--- config.mk ---
export PLATFORM = sky130hd
export DESIGN_NAME = motor_ramp_scheduler
export DESIGN_NICKNAME = d
export VERILOG_FILES = /design/src/rtl/motor_ramp_scheduler.sv
export SDC_FILE = /design/constraint.sdc
export NUM_CORES = 1
export LEC_CHECK = 0
export ABC_AREA = 0
export CORE_UTILIZATION = 54
export CTS_CLUSTER_DIAMETER = 60
export DETAILED_ROUTE_END_ITERATION = 8
export DONT_BUFFER_PORTS = 1
export HOLD_SLACK_MARGIN = 0.06
export PLACE_DENSITY = 0.69
export SYNTH_ARGS = -nofsm -noshare
export SYNTH_HDL_FRONTEND = slang
export SYNTH_SLANG_ARGS = --single-unit
--- constraint.sdc ---
create_clock -name clk -period 6.43 [get_ports clk]
set_input_delay 1.286 -clock clk [delete_from_list [all_inputs] [get_ports clk]]
set_output_delay 1.286 -clock clk [all_outputs]
set_load 0.1 [all_outputs]
--- src/rtl/motor_ramp_scheduler.sv ---
// rtl/motor_ramp_scheduler.sv - set-point front-end that slews duty and sequences safe reversal per motor channel
// Optional command watchdog: define MOTOR_RAMP_WATCHDOG_EN.
module motor_ramp_scheduler #(
  parameter int NUM_MOTORS = 6,
  parameter int IDX_W      = 3,
  parameter int RAMP_DIV   = 50000,
  parameter int HOLD_TICKS = 20,
  parameter int WDT_TICKS  = 500
) (
  input  logic                    clk,
  input  logic                    reset_n,
  input  logic                    cmd_valid,
  output logic                    cmd_ready,
  input  logic [IDX_W-1:0]        cmd_motor,
  input  logic                    cmd_dir,
  input  logic                    cmd_on,
  input  logic [4:0]              cmd_duty,
  input  logic                    estop,
  output logic                    cmd_err,
  output logic [NUM_MOTORS-1:0]   mot_dir,
  output logic [NUM_MOTORS-1:0]   mot_on,
  output logic [5*NUM_MOTORS-1:0] mot_duty,
  output logic [NUM_MOTORS-1:0]   settled,
  output logic                    wdt_tripped
);

  localparam int PW = $clog2(RAMP_DIV);

  typedef enum logic [1:0] {ST_OFF, ST_RUN, ST_HOLD} ch_state_t;

  if (RAMP_DIV < 2 || HOLD_TICKS < 1 || HOLD_TICKS > 255 || WDT_TICKS < 1 ||
      (1 << IDX_W) < NUM_MOTORS) begin : g_param_check
    $error("motor_ramp_scheduler: illegal parameter set");
  end

  ch_state_t             st_q     [NUM_MOTORS];
  ch_state_t             st_d     [NUM_MOTORS];
  logic [4:0]            duty_q   [NUM_MOTORS];
  logic [4:0]            duty_d   [NUM_MOTORS];
  logic [7:0]            hold_q   [NUM_MOTORS];
  logic [7:0]            hold_d   [NUM_MOTORS];
  logic [4:0]            tgt_duty_q [NUM_MOTORS];
  logic [NUM_MOTORS-1:0] on_q, on_d, dir_q, dir_d;
  logic [NUM_MOTORS-1:0] tgt_on_q, tgt_dir_q;

  logic [PW-1:0] pre_q;
  logic          tick;
  logic          accept;
  logic          idx_ok;
  logic          wdt_fire;

  assign cmd_ready = reset_n && !estop;
  assign accept    = cmd_valid && cmd_ready;
  assign idx_ok    = int'(cmd_motor) < NUM_MOTORS;
  assign tick      = (pre_q == PW'(RAMP_DIV - 1));

  always_ff @(posedge clk or negedge reset_n) begin
    if (!reset_n) begin
      pre_q   <= '0;
      cmd_err <= 1'b0;
    end else begin
      pre_q   <= tick ? '0 : pre_q + PW'(1);
      cmd_err <= accept && !idx_ok;
    end
  end

`ifdef MOTOR_RAMP_WATCHDOG_EN
  localparam int WW = $clog2(WDT_TICKS + 1);
  logic [WW-1:0] wdt_cnt_q;
  logic          wdt_trip_q;

  // Counter saturates at WDT_TICKS so a trip fires only once per silent period.
  assign wdt_fire    = !accept && tick && (wdt_cnt_q == WW'(WDT_TICKS - 1));
  assign wdt_tripped = wdt_trip_q;

  always_ff @(posedge clk or negedge reset_n) begin
    if (!reset_n) begin
      wdt_cnt_q  <= '0;
      wdt_trip_q <= 1'b0;
    end else if (accept) begin
      wdt_cnt_q <= '0;
      if (idx_ok) wdt_trip_q <= 1'b0;
    end else if (wdt_fire) begin
      wdt_cnt_q  <= WW'(WDT_TICKS);
      wdt_trip_q <= 1'b1;
    end else if (tick && wdt_cnt_q < WW'(WDT_TICKS - 1)) begin
      wdt_cnt_q <= wdt_cnt_q + WW'(1);
    end
  end
`else
  assign wdt_fire    = 1'b0;
  assign wdt_tripped = 1'b0;
`endif

  always_ff @(posedge clk or negedge reset_n) begin
    if (!reset_n) begin
      tgt_on_q  <= '0;
      tgt_dir_q <= '0;
      for (int k = 0; k < NUM_MOTORS; k++) tgt_duty_q[k] <= 5'd0;
    end else begin
      for (int k = 0; k < NUM_MOTORS; k++) begin
        if (estop) begin
          tgt_on_q[k] <= 1'b0;
        end else if (accept && idx_ok && cmd_motor == IDX_W'(k)) begin
          tgt_on_q[k]   <= cmd_on;
          tgt_dir_q[k]  <= cmd_dir;
          tgt_duty_q[k] <= cmd_duty;
        end else if (wdt_fire) begin
          tgt_on_q[k] <= 1'b0;
        end
      end
    end
  end

  // Channel FSMs read the targets registered before this edge, so a command
  // landing on a tick edge only takes effect at the following tick.
  always_comb begin
    for (int k = 0; k < NUM_MOTORS; k++) begin
      st_d[k]   = st_q[k];
      duty_d[k] = duty_q[k];
      hold_d[k] = hold_q[k];
      on_d[k]   = on_q[k];
      dir_d[k]  = dir_q[k];
      if (estop) begin
        st_d[k]   = ST_OFF;
        duty_d[k] = 5'd0;
        hold_d[k] = 8'd0;
        on_d[k]   = 1'b0;
      end else if (tick) begin
        unique case (st_q[k])
          ST_OFF: begin
            on_d[k]   = 1'b0;
            duty_d[k] = 5'd0;
            if (tgt_on_q[k]) begin
              dir_d[k] = tgt_dir_q[k];
              on_d[k]  = 1'b1;
              st_d[k]  = ST_RUN;
            end
          end
          ST_RUN: begin
            if (tgt_on_q[k] && tgt_dir_q[k] == dir_q[k]) begin
              if (duty_q[k] < tgt_duty_q[k])      duty_d[k] = duty_q[k] + 5'd1;
              else if (duty_q[k] > tgt_duty_q[k]) duty_d[k] = duty_q[k] - 5'd1;
            end else if (duty_q[k] == 5'd0) begin
              on_d[k]   = 1'b0;
              hold_d[k] = 8'(HOLD_TICKS - 1);
              st_d[k]   = ST_HOLD;
            end else begin
              duty_d[k] = duty_q[k] - 5'd1;
            end
          end
          ST_HOLD: begin
            on_d[k]   = 1'b0;
            duty_d[k] = 5'd0;
            if (hold_q[k] == 8'd0) begin
              if (tgt_on_q[k]) begin
                dir_d[k] = tgt_dir_q[k];
                on_d[k]  = 1'b1;
                st_d[k]  = ST_RUN;
              end else begin
                st_d[k] = ST_OFF;
              end
            end else begin
              hold_d[k] = hold_q[k] - 8'd1;
            end
          end
          default: st_d[k] = ST_OFF;
        endcase
      end
    end
  end

  always_ff @(posedge clk or negedge reset_n) begin
    if (!reset_n) begin
      on_q  <= '0;
      dir_q <= '0;
      for (int k = 0; k < NUM_MOTORS; k++) begin
        st_q[k]   <= ST_OFF;
        duty_q[k] <= 5'd0;
        hold_q[k] <= 8'd0;
      end
    end else begin
      on_q  <= on_d;
      dir_q <= dir_d;
      for (int k = 0; k < NUM_MOTORS; k++) begin
        st_q[k]   <= st_d[k];
        duty_q[k] <= duty_d[k];
        hold_q[k] <= hold_d[k];
      end
    end
  end

  assign mot_on  = on_q;
  assign mot_dir = dir_q;

  always_comb begin
    mot_duty = '0;
    settled  = '0;
    for (int k = 0; k < NUM_MOTORS; k++) begin
      mot_duty[5*k +: 5] = duty_q[k];
      settled[k] = (st_q[k] != ST_HOLD) && (on_q[k] == tgt_on_q[k]) &&
                   (duty_q[k] == (tgt_on_q[k] ? tgt_duty_q[k] : 5'd0)) &&
                   (!tgt_on_q[k] || dir_q[k] == tgt_dir_q[k]);
    end
  end

endmodule
# == Yosys cells after proc, flatten, opt, wreduce, memory -nomap -nowiden ==
# Cells that the tools add are included.
# classes
n_addsub,19
muxes,205
n_reduce_logical,140
bitwise,1
order_cmp,13
eq_ne,96
# ops
cell,count
8-bit two-way mux,30
5-bit two-way mux,42
8-bit case mux with 2 select lines,6
3-bit inequality test (second input constant),30
2-bit two-way mux,36
4-bit AND reduction,18
1-bit two-way mux,66
5-bit case mux with 2 select lines,6
5-bit AND reduction,12
8-bit zero test,6
8-bit by 1-bit subtractor with 8-bit output (second input constant),6
2-bit case mux with 3 select lines,6
3-bit nonzero test,12
1-bit logical AND,34
5-bit by 1-bit adder with 5-bit output (second input constant),6
5-bit == test,6
5-bit greater-than comparator,6
5-bit zero test,6
5-bit less-than comparator,6
5-bit inequality test (second input constant),6
5-bit by 1-bit subtractor with 5-bit output (second input constant),6
2-bit nonzero test,13
2-bit inequality test (second input constant),12
4-bit inequality test (second input constant),6
other kinds (20),91
# totals
out_inout_bits,51
wordCells,524
inputBits,14
register_bits,161

# == Depth between registers and ports, before layout ==
# Gate-level depths: netlist of the first run.
# logic_depth
ltp_word,7
mapped_depth,9

# == Least setup slack after synthesis of the first run ==
# No wires, ideal clock.
# synth_timing
kind,register to output
from,register dir_q[1] (netlist: mot_dir[1])
to,output port settled[1]
arrival_ps,6334
path_slack_ps,-1190
n_path_buf,0
stages_incl_launch_ff,7
path_cell_list,dfrtp_1 > xnor2_2 > and2_1 > nand2_1 > o22ai_1 > nand2b_1 > a2111oi_0
# synth_via
elab_chain_len,3
# synth_rtl
item,line,rtl
from (decl),43,"logic [NUM_MOTORS-1:0] on_q, on_d, dir_q, dir_d;"
from (signal assigned),184,dir_q <= dir_d;
1-bit == test,203,(!tgt_on_q[k] || dir_q[k] == tgt_dir_q[k]);
1-bit logical OR,203,
1-bit logical AND,202,(duty_q[k] == (tgt_on_q[k] ? tgt_duty_q[k] : 5'd0)) &&
to (decl),23,"output logic [NUM_MOTORS-1:0] settled,"
# No other way between the ends.

# == Worst setup path in the final report of the first run ==
# layout_timing
from,"register duty_q, in the netlist mot_duty[18]"
to,output port settled[3]
# layout_via
elab_chain_len,3
# layout_rtl
item,line,rtl
from (decl),38,logic [4:0] duty_q [NUM_MOTORS];
"from (signal, indexed assignment)",187,duty_q[k] <= duty_d[k];
5-bit == test,202,
1-bit logical AND,201,settled[k] = (st_q[k] != ST_HOLD) && (on_q[k] == tgt_on_q[k]) &&
1-bit logical AND,202,
# No other way between the ends.

==> impl_metrics.ini, run 1 <==
[yosys]
yosys.area.top_type_share_pct = 36.07
synth_nets = 1342
synth.distinct_cells = 88
synth_area_sq_mm = 0.01117
syn-instance-count = 1243
yosys.area.top_type = dfrtp_1
syn-mean-instance-area_sq_um = 8.986
yosys_register_bits = 161
ys_seq_area_share_pct = 36.07
ys.flop_type = dfrtp_1
synth_edf_count = 0
ys_warn_count = 0
synth_area_leaders = dfrtp_1 36%, ha_1 9.5%, nor2_1 3.7%, mux2_2 3.7%, o21ai_0 3.7%
async_flop_share_pct = 100.0

[clock_network]
clock_sinks = 161
insertion_delay_ps = 430
path_clk_slew_ps = 70
clockRootBuffer = clkbuf_16
postCtsSetupRepairBufs = 0
clock_path_buffers = 2
cts_hold_buf = 0
numCtsBuffers = 17
cts_resized = 0
tritoncts = yes
cts_max_level = 4

[route]
routed_via_density = 6.024
vias = 9163
drc = 0
drt_iter0_drc = 493
wl_um = 26100
postRouteAntennaNets = 0
wl_per_cell_um = 17.16
dr.pass1.iters = 7

[timing]
finalHoldViolCount = 0
maxSlewHeadroom_pct = 20.33
finalSetupViolations = 0
period_share_pct = 65.96
tightest_slew_ps = 1190
fin_crit_ps = 4241
rsz0062_at_grt = no
drv_slew = 0
finClkSkew_ps = 8.679
max_freq_ghz = 0.2358
setup_tns_ps = 0

[grt]
grt_pass1_wl_um = 43760
grt_overflow = 0
grt_pass1_vias = 8629
track_usage_pct = 25.44
grt_max_degree = 163
antenna_found_initial = 0

[worst_setup_path]
cp_max_fo = 7
reg2reg_slack_ps = 3090
critPathCapture = settled[3]
worst-endpoint-arrival_ps = 2960
endpoint_kind = output pin
r2r-start = mot_duty[17]$_DFFE_PN0P_
worst_setup_path_start_kind = flop
crit_start = mot_duty[18]$_DFFE_PN0P_
crit_required_ps = 5140
reg2reg_to = mot_duty[18]$_DFFE_PN0P_
reg2reg_depth = 7
path_class = reg2out

[outcome]
status = finished clean

[power]
ir_drop_v = 0.0001635
powerDensity_mw_per_mm2 = 191.6
p_leak_nw = 5.333
report.power.total_mw = 2.330

[die]
core_area_sq_mm = 0.02023
rows = 52
initial_core_util_pct = 55.20
ios = 65
dieArea_sq_mm = 0.02126
dieHeight_um = 145.8
die_w_um = 145.8

[min_path]
whs_path_depth = 1
hp-class = reg2reg
holdCritStartpoint = pre_q[0]$_DFF_PN0_

[layout]
fin_util_pct = 60.09
most-common-layout-cells = 161 x dfrtp_1, 111 x nor2_1, 107 x nand2_1, 98 x inv_1, 85 x ha_1
num_antenna_cells = 0
syn_to_final_growth_pct = 8.861
fin_nets = 1337
layout_commonest_cell = dfrtp_1
final_cell_area_sq_mm = 0.01216
drive_gt1_share_pct = 10.47

[place]
dp_hpwl_um = 18250
placed_area_sq_mm = 0.01158
gp_congestion = 0.8663
io_buffers = 0

[job]
drv_cap = 0
## critical path, cell delays in order (launching register included)
cell	delay [ps]
dfrtp_1	1050
inv_1	160
a21oi_1	220
nand4_1	100
o32a_1	240
a2111oi_2	510
buf_16	240
## metrics by stage
stage	setup WS (ps)	hold WS, ps	instances
4_1_cts	2182	499.2	1521
3_5_place_dp	2633	488.6	1489
2_1_floorplan	161.9	444.8	1243
6_report	2189	505.9	1521
3_3_place_gp	2662	486.9	1489
5_1_grt	2055	512.9	1521
## final cells by class
class | instances | area [sq um]
Tap cell | 270 | 337.8
Sequential cell | 161 | 4029
Multi-Input combinational cell | 941 | 6609
Fill cell | 1755 | 8075
Timing Repair Buffer | 19 | 237.7
Inverter | 98 | 367.9
Clock inverter | 12 | 131.4
Clock buffer | 20 | 446.7
## cell usage after synthesis (all sizes together) (3+ instances only)
master and n:
and2 4, a32oi 4, or4 10, a22o 10
or4b 4, nor3 43, mux2 37, nor2b 18
and3 19, dfrtp 161, o41ai 7, xor2 19
nor3b 5, o22ai 11, nand2 107, a211oi 21
ha 85, o32ai 6, o221ai 3, buf 20
a2bb2oi 3, o211ai 8, a2111oi 5, nand2b 8
a311oi 6, clkbuf 23, nand3 39, nor4b 8
mux2i 31, o21ai 93, o21a 3, a31oi 12
a21oi 56, xnor2 23, a21o 13, nand4 24
o211a 3, nor4 15, nor2 111, a22oi 6
inv 98, o31ai 13, and4 4, o21bai 5
or3 13
## cells by family after synthesis
kind of cell               synth area share, %
AOI/OAI and AO/OA                        18.54
xor gates and xnor gates                 3.428
adders and majority gates                9.522
buffers and inverters                    5.063
DFF                                      36.07
muxes                                    6.508
other                                  0.03357
and+or+nand+nor                          20.84
## worst min-delay path by stage
| stage | endpoint | slack, ps |
|---|---|---|
| floorplan | hold_q[31]$_DFFE_PN0P_ | 440 |
| global placement | hold_q[31]$_DFFE_PN0P_ | 490 |
| detailed placement | hold_q[31]$_DFFE_PN0P_ | 490 |
| CTS | hold_q[31]$_DFFE_PN0P_ | 500 |
| global route | hold_q[31]$_DFFE_PN0P_ | 510 |
| finish | pre_q[0]$_DFF_PN0_ | 510 |
## report_power, final
part | switching (mW) | total [mW] | leakage (nW) | internal [mW]
clock network | 0.428 | 1.01 | 0.273 | 0.583
logic | 0.114 | 0.208 | 2.89 | 0.0939
registers | 0.0494 | 1.11 | 2.17 | 1.06
total | 0.592 | 2.33 | 5.33 | 1.74
## state kept, by name (all words and copies together), names as in the netlist
name and flops:
cmd_err 1, hold_q 48, mot_dir 6, mot_duty 30, mot_on 6, pre_q 16
st_q 12, tgt_dir_q 6, tgt_duty_q 30, tgt_on_q 6
## metal layers
metal | up-vias | GRT usage (%) | wire, um
li1 | 4500 | - | -
met1 | 4443 | 35.21 | 12280
met2 | 188 | 39.81 | 12020
met3 | 32 | 6.113 | 1389
met4 | 0 | 6.947 | 410
met5 | - | 0 | 0
(Power assumes the default switching activity.)
==> inputs of run 2 (changes only) <==
PLACE_DENSITY = 0.72   (was 0.69)
clock period = 3.85 ns   (was 6.43 ns; I/O delays follow)
==> run 2 against run 1 <==
Compared with the run above:
- total power up 64%
- via count increased by 3.0%
- critical path depth shrank 2
- worst setup slack got worse by 1600 ps
- wire length grew 3.0%
- sequential share of layout area down 0.46 points
- global-route usage up 0.82 points
- combinational power grew 70%
- clock-buffer cell count is 1 higher
- highest routed layer unchanged
- die area did not move
- flip-flop and latch count is the same
- largest cell class unchanged
- final cell count increased by 2.2%
==> impl_metrics.ini, run 2 (synthesis results as in run 1) <==
[outcome]
status = finished clean

[die]
die_w_um = 145.8
dieArea_sq_mm = 0.02126
ios = 65
initial_core_util_pct = 55.20
core_area_sq_mm = 0.02023
rows = 52
dieHeight_um = 145.8

[worst_setup_path]
slowest_delay_ps = 970
worst-endpoint-arrival_ps = 2460
cp_max_fo = 4
reg2reg_slack_ps = 980
worst_setup_path_start_kind = flop
crit_family = flip-flops
endpoint_kind = output pin
cp_cell_sequence = nand4_1, o32a_1, a2111oi_4, buf_4
cp_num_buf_inv = 1
crit_slowest_cell = dfrtp_1
path_class = reg2out
crit_required_ps = 3080

[layout]
fin_nets = 1370
syn_to_final_growth_pct = 10.40
n_fill_cell = 1712
final_cells = 1554
multi_input_area_sq_mm = 0.006660
seq_area_sq_mm = 0.004029
num_antenna_cells = 0
drive_gt1_share_pct = 12.62
layout_commonest_cell = dfrtp_1
largest_reg_flops = 48
regMostFlops = hold_q
most-common-layout-cells = 161 x dfrtp_1, 111 x nor2_1, 107 x nand2_1, 98 x inv_1, 85 x ha_1

[grt]
grt_pass1_wl_um = 45220
grt_max_degree = 163
grt_pass1_vias = 9007
track_usage_pct = 26.27
grt_overflow = 0
antenna_found_initial = 0

[power]
ir_drop_v = 0.0003145
powerDensity_mw_per_mm2 = 309.5
clockPowerShare_pct = 42.2
p_int_mw = 2.821
report.power.total_mw = 3.817
power_switching_mw = 0.9955
combPwrFrac_pct = 9.2
pwr-share-seq_pct = 48.6
p_leak_nw = 5.468
p_sw_share_pct = 26.08

[timing]
period_share_pct = 83.98
finalHoldViolCount = 0
hold_ws_ps = 27.86
max_freq_ghz = 0.3093
setup_slack_ps = 616.6
tightest_slew_ps = 1068
rsz0062_at_grt = no
finalSetupViolations = 0
setup_tns_ps = 0
fin_crit_ps = 3233
drv_slew = 0
finClkSkew_ps = 14.14
maxSlewHeadroom_pct = 28.80

[clock_network]
cts_resized = 0
tritoncts = yes
numCtsBuffers = 17
cts_max_level = 4
clock_path_buffers = 2
clockRootBuffer = clkbuf_16
insertion_delay_ps = 440
clock_sinks = 161
path_clk_slew_ps = 70

[route]
postRouteAntennaNets = 0
vias = 9438
wl_per_cell_um = 17.29
routed_via_density = 6.073
drc = 0
dr.pass1.iters = 7
drt_iter0_drc = 589
wl_um = 26880

[place]
gp_congestion = 0.9313
io_buffers = 0
pre_cts_slack_ps = 994.4
dp_hpwl_um = 18610
dp_cells = 1522

[job]
drv_cap = 0

[min_path]
hp-class = in2async
## run 2: worst register-to-register path, stage by stage, from the launching register on
cell,delay (ps)
dfrtp_1,1050
ha_1,390
o21ai_0,100
o21ai_0,110
a41oi_1,310
o21ai_1,240
or4_1,510
o21ai_1,90
## run 2: final timing paths
kind                                       endpoint                    start  cells after the start
setup / recovery                         settled[3]    mot_on[3]$_DFFE_PN0P_                      4
min in group clk             hold_q[42]$_DFFE_PN0P_                    estop                      1
max in group asynchronous  mot_duty[21]$_DFFE_PN0P_                  reset_n                      0
hold reg to reg              hold_q[31]$_DFFE_PN0P_   hold_q[31]$_DFFE_PN0P_                      1
hold / removal             mot_duty[18]$_DFFE_PN0P_                  reset_n                      0
setup reg to reg            mot_duty[2]$_DFFE_PN0P_  mot_duty[4]$_DFFE_PN0P_                      7
## run 2: power by group through the flow
stage	Combinational, mW	Sequential (mW)	Clock (mW)
4_1_cts	0.352	1.85	1.64
6_report	0.353	1.85	1.61
3_3_place_gp	0.338	1.88	0
2_1_floorplan	0.297	1.86	0
5_1_grt	0.396	1.86	1.71
3_5_place_dp	0.349	1.88	0
## run 2: layout make-up
class,instances,share of cell area [%]
clock inverters,11,0.8524
multi-input cells,941,54.01
repair buffers,52,3.166
clock buffers,21,3.572
flip-flops and latches,161,32.67
inverters,98,2.983
well taps,270,2.740
## run 2: metal layers
metal | wire (um) | vias up | global-route usage, %
met1 | 12250 | 4594 | 35.01
met5 | 0 | - | 0
met2 | 12780 | 222 | 42.42
met4 | 614 | 0 | 9.895
met3 | 1231 | 48 | 4.984
li1 | - | 4574 | -
## run 2: repair_timing
| action | in CTS | in global routing |
|---|---|---|
| setup buffers | 0 | 0 |
| endpoints found under the hold margin | 161 | 161 |
| endpoints found under the setup margin | 0 | 0 |
## run 2: metrics by stage
step                      area [sq um]  util, %
after detailed placement         11790    58.24
after global routing             12330    60.94
after global placement           11790    58.24
after floorplan                  11250        -
after CTS                        12330    60.94
final                            12330    60.94
==> inputs of run 3 (changes only) <==
PLACE_DENSITY = 0.69   (was 0.72)
clock period = 3.33 ns   (was 3.85 ns; I/O delays follow)
==> run 3 against run 2 <==
Compared with the run above:
- the run now ends with hold timing left
- via count down 1.4%
- critical path depth up 3
- global-route usage down 0.37 points
- worst setup slack worse by 310 ps
- clock skew down 4.8 ps
- critical endpoint is now settled[5]
- core utilization up 0.55 points
- wire length down 0.52%
==> impl_metrics.ini, run 3 (synthesis results as in run 1) <==
[die]
dieArea_sq_mm = 0.02126
core_area_sq_mm = 0.02023
rows = 52
initial_core_util_pct = 55.20
die_w_um = 145.8
ios = 65
dieHeight_um = 145.8

[route]
drt_iter0_drc = 579
vias = 9307
routed_via_density = 5.958
postRouteAntennaNets = 0
wl_um = 26740
dr.pass1.iters = 4
drc = 0
wl_per_cell_um = 17.12

[job]
drv_cap = 0

[timing]
drv_slew = 0
max_freq_ghz = 0.3304
hold_ws_ps = -72.59
fin_crit_ps = 3027
finClkSkew_ps = 9.289
tightest_slew_ps = 953.3
finalSetupViolations = 0
finalHoldViolCount = 161
rsz0062_at_grt = no
setup_slack_ps = 302.9
setup_tns_ps = 0
maxSlewHeadroom_pct = 36.49
period_share_pct = 90.90

[clock_network]
insertion_delay_ps = 430
clock_sinks = 161
postCtsSetupRepairBufs = 0
path_clk_slew_ps = 70
numCtsBuffers = 17
clockRootBuffer = clkbuf_16
clock_path_buffers = 2
tritoncts = yes
cts_max_level = 4

[worst_setup_path]
endpoint_kind = output pin
cp_cell_sequence = xor2_1, o22ai_1, a32oi_1, nor3_1, a31oi_1, nor4_4, buf_4
path_class = reg2out
slowest_delay_ps = 760
crit_slowest_cell = dfrtp_2
crit_required_ps = 2660
reg2reg_slack_ps = 730
worst_setup_path_start_kind = flop
worst-endpoint-arrival_ps = 2360
cp_max_fo = 9

[place]
dp_hpwl_um = 18920
pre_cts_slack_ps = 746.9
io_buffers = 0
dp_cells = 1530
gp_congestion = 0.8729
placed_area_sq_mm = 0.01186

[layout]
drive_gt1_share_pct = 13.78
layout_commonest_cell = dfrtp_1
largest_reg_flops = 48
syn_to_final_growth_pct = 11.39
fin_util_pct = 61.49
final_cell_area_sq_mm = 0.01244
most-common-layout-cells = 157 x dfrtp_1, 111 x nor2_1, 107 x nand2_1, 98 x inv_1, 85 x ha_1
regMostFlops = hold_q
final_cells = 1562
multi_input_area_sq_mm = 0.006660
seq_area_sq_mm = 0.004034
fin_nets = 1378
n_fill_cell = 1722
num_antenna_cells = 0

[power]
ir_drop_v = 0.0003010
report.power.total_mw = 4.496
p_leak_nw = 5.535
powerDensity_mw_per_mm2 = 361.3

[grt]
grt_overflow = 0
antenna_found_initial = 0
grt_pass1_wl_um = 44930
grt_max_degree = 163
grt_pass1_vias = 8938
track_usage_pct = 25.89

[outcome]
violations = hold timing
status = finished, violations left

[min_path]
hp-class = in2async
## run 3: cell count changes in the layout (fill, tap and decap cells not counted), sizes merged
| cell | change |
|---|---|
| clkbuf | -2 |
| buf | +8 |
| inv | +2 |
| clkinv | +1 |
| clkinvlp | -1 |
## run 3: per-layer routing
layer | global-route usage (%) | share of wire (%)
met3 | 4.295 | 4.2
met2 | 42.82 | 47
met5 | 0 | 0
met4 | 9.474 | 2.5
met1 | 34.14 | 46
## run 3: final cells by class
type / instances / area share [%]
Clock buffer: 19 / 3.640
Tap cell: 270 / 2.715
Sequential cell: 161 / 32.42
Inverter: 98 / 2.957
Multi-Input combinational cell: 941 / 53.53
Timing Repair Buffer: 60 / 3.721
Clock inverter: 13 / 1.016
## run 3: worst paths after layout
check / depth (start not counted) / startpoint / to
hold reg to reg: 1 / hold_q[31]$_DFFE_PN0P_ / hold_q[31]$_DFFE_PN0P_
setup reg to reg: 7 / mot_duty[17]$_DFFE_PN0P_ / mot_duty[18]$_DFFE_PN0P_
max in group asynchronous: 0 / reset_n / mot_duty[28]$_DFFE_PN0P_
setup / recovery: 7 / mot_duty[28]$_DFFE_PN0P_ / settled[5]
min in group clk: 1 / estop / hold_q[41]$_DFFE_PN0P_
hold / removal: 0 / reset_n / hold_q[37]$_DFFE_PN0P_
## run 3: critical path, delay by kind of cell, from the launching register on
| kind | cells | cell delay (ps) |
|---|---|---|
| AO/OA/AOI/OAI | 3 | 310 |
| XOR/XNOR | 1 | 130 |
| buffers and inverters | 1 | 330 |
| flip-flops | 1 | 760 |
| AND/OR/NAND/NOR | 2 | 410 |
## run 3: power by group
group,leakage [nW],switching [mW],total [mW],internal [mW]
Clock,0.279,0.862,1.95,1.08
Combinational,3.09,0.231,0.413,0.182
Sequential,2.17,0.0890,2.14,2.05
## run 3: timing repair
| item | 4_1_cts | 5_1_grt |
|---|---|---|
| gates resized for setup | 0 | 0 |
| hold endpoints to repair | 161 | 161 |
| setup endpoints to repair | 0 | 0 |
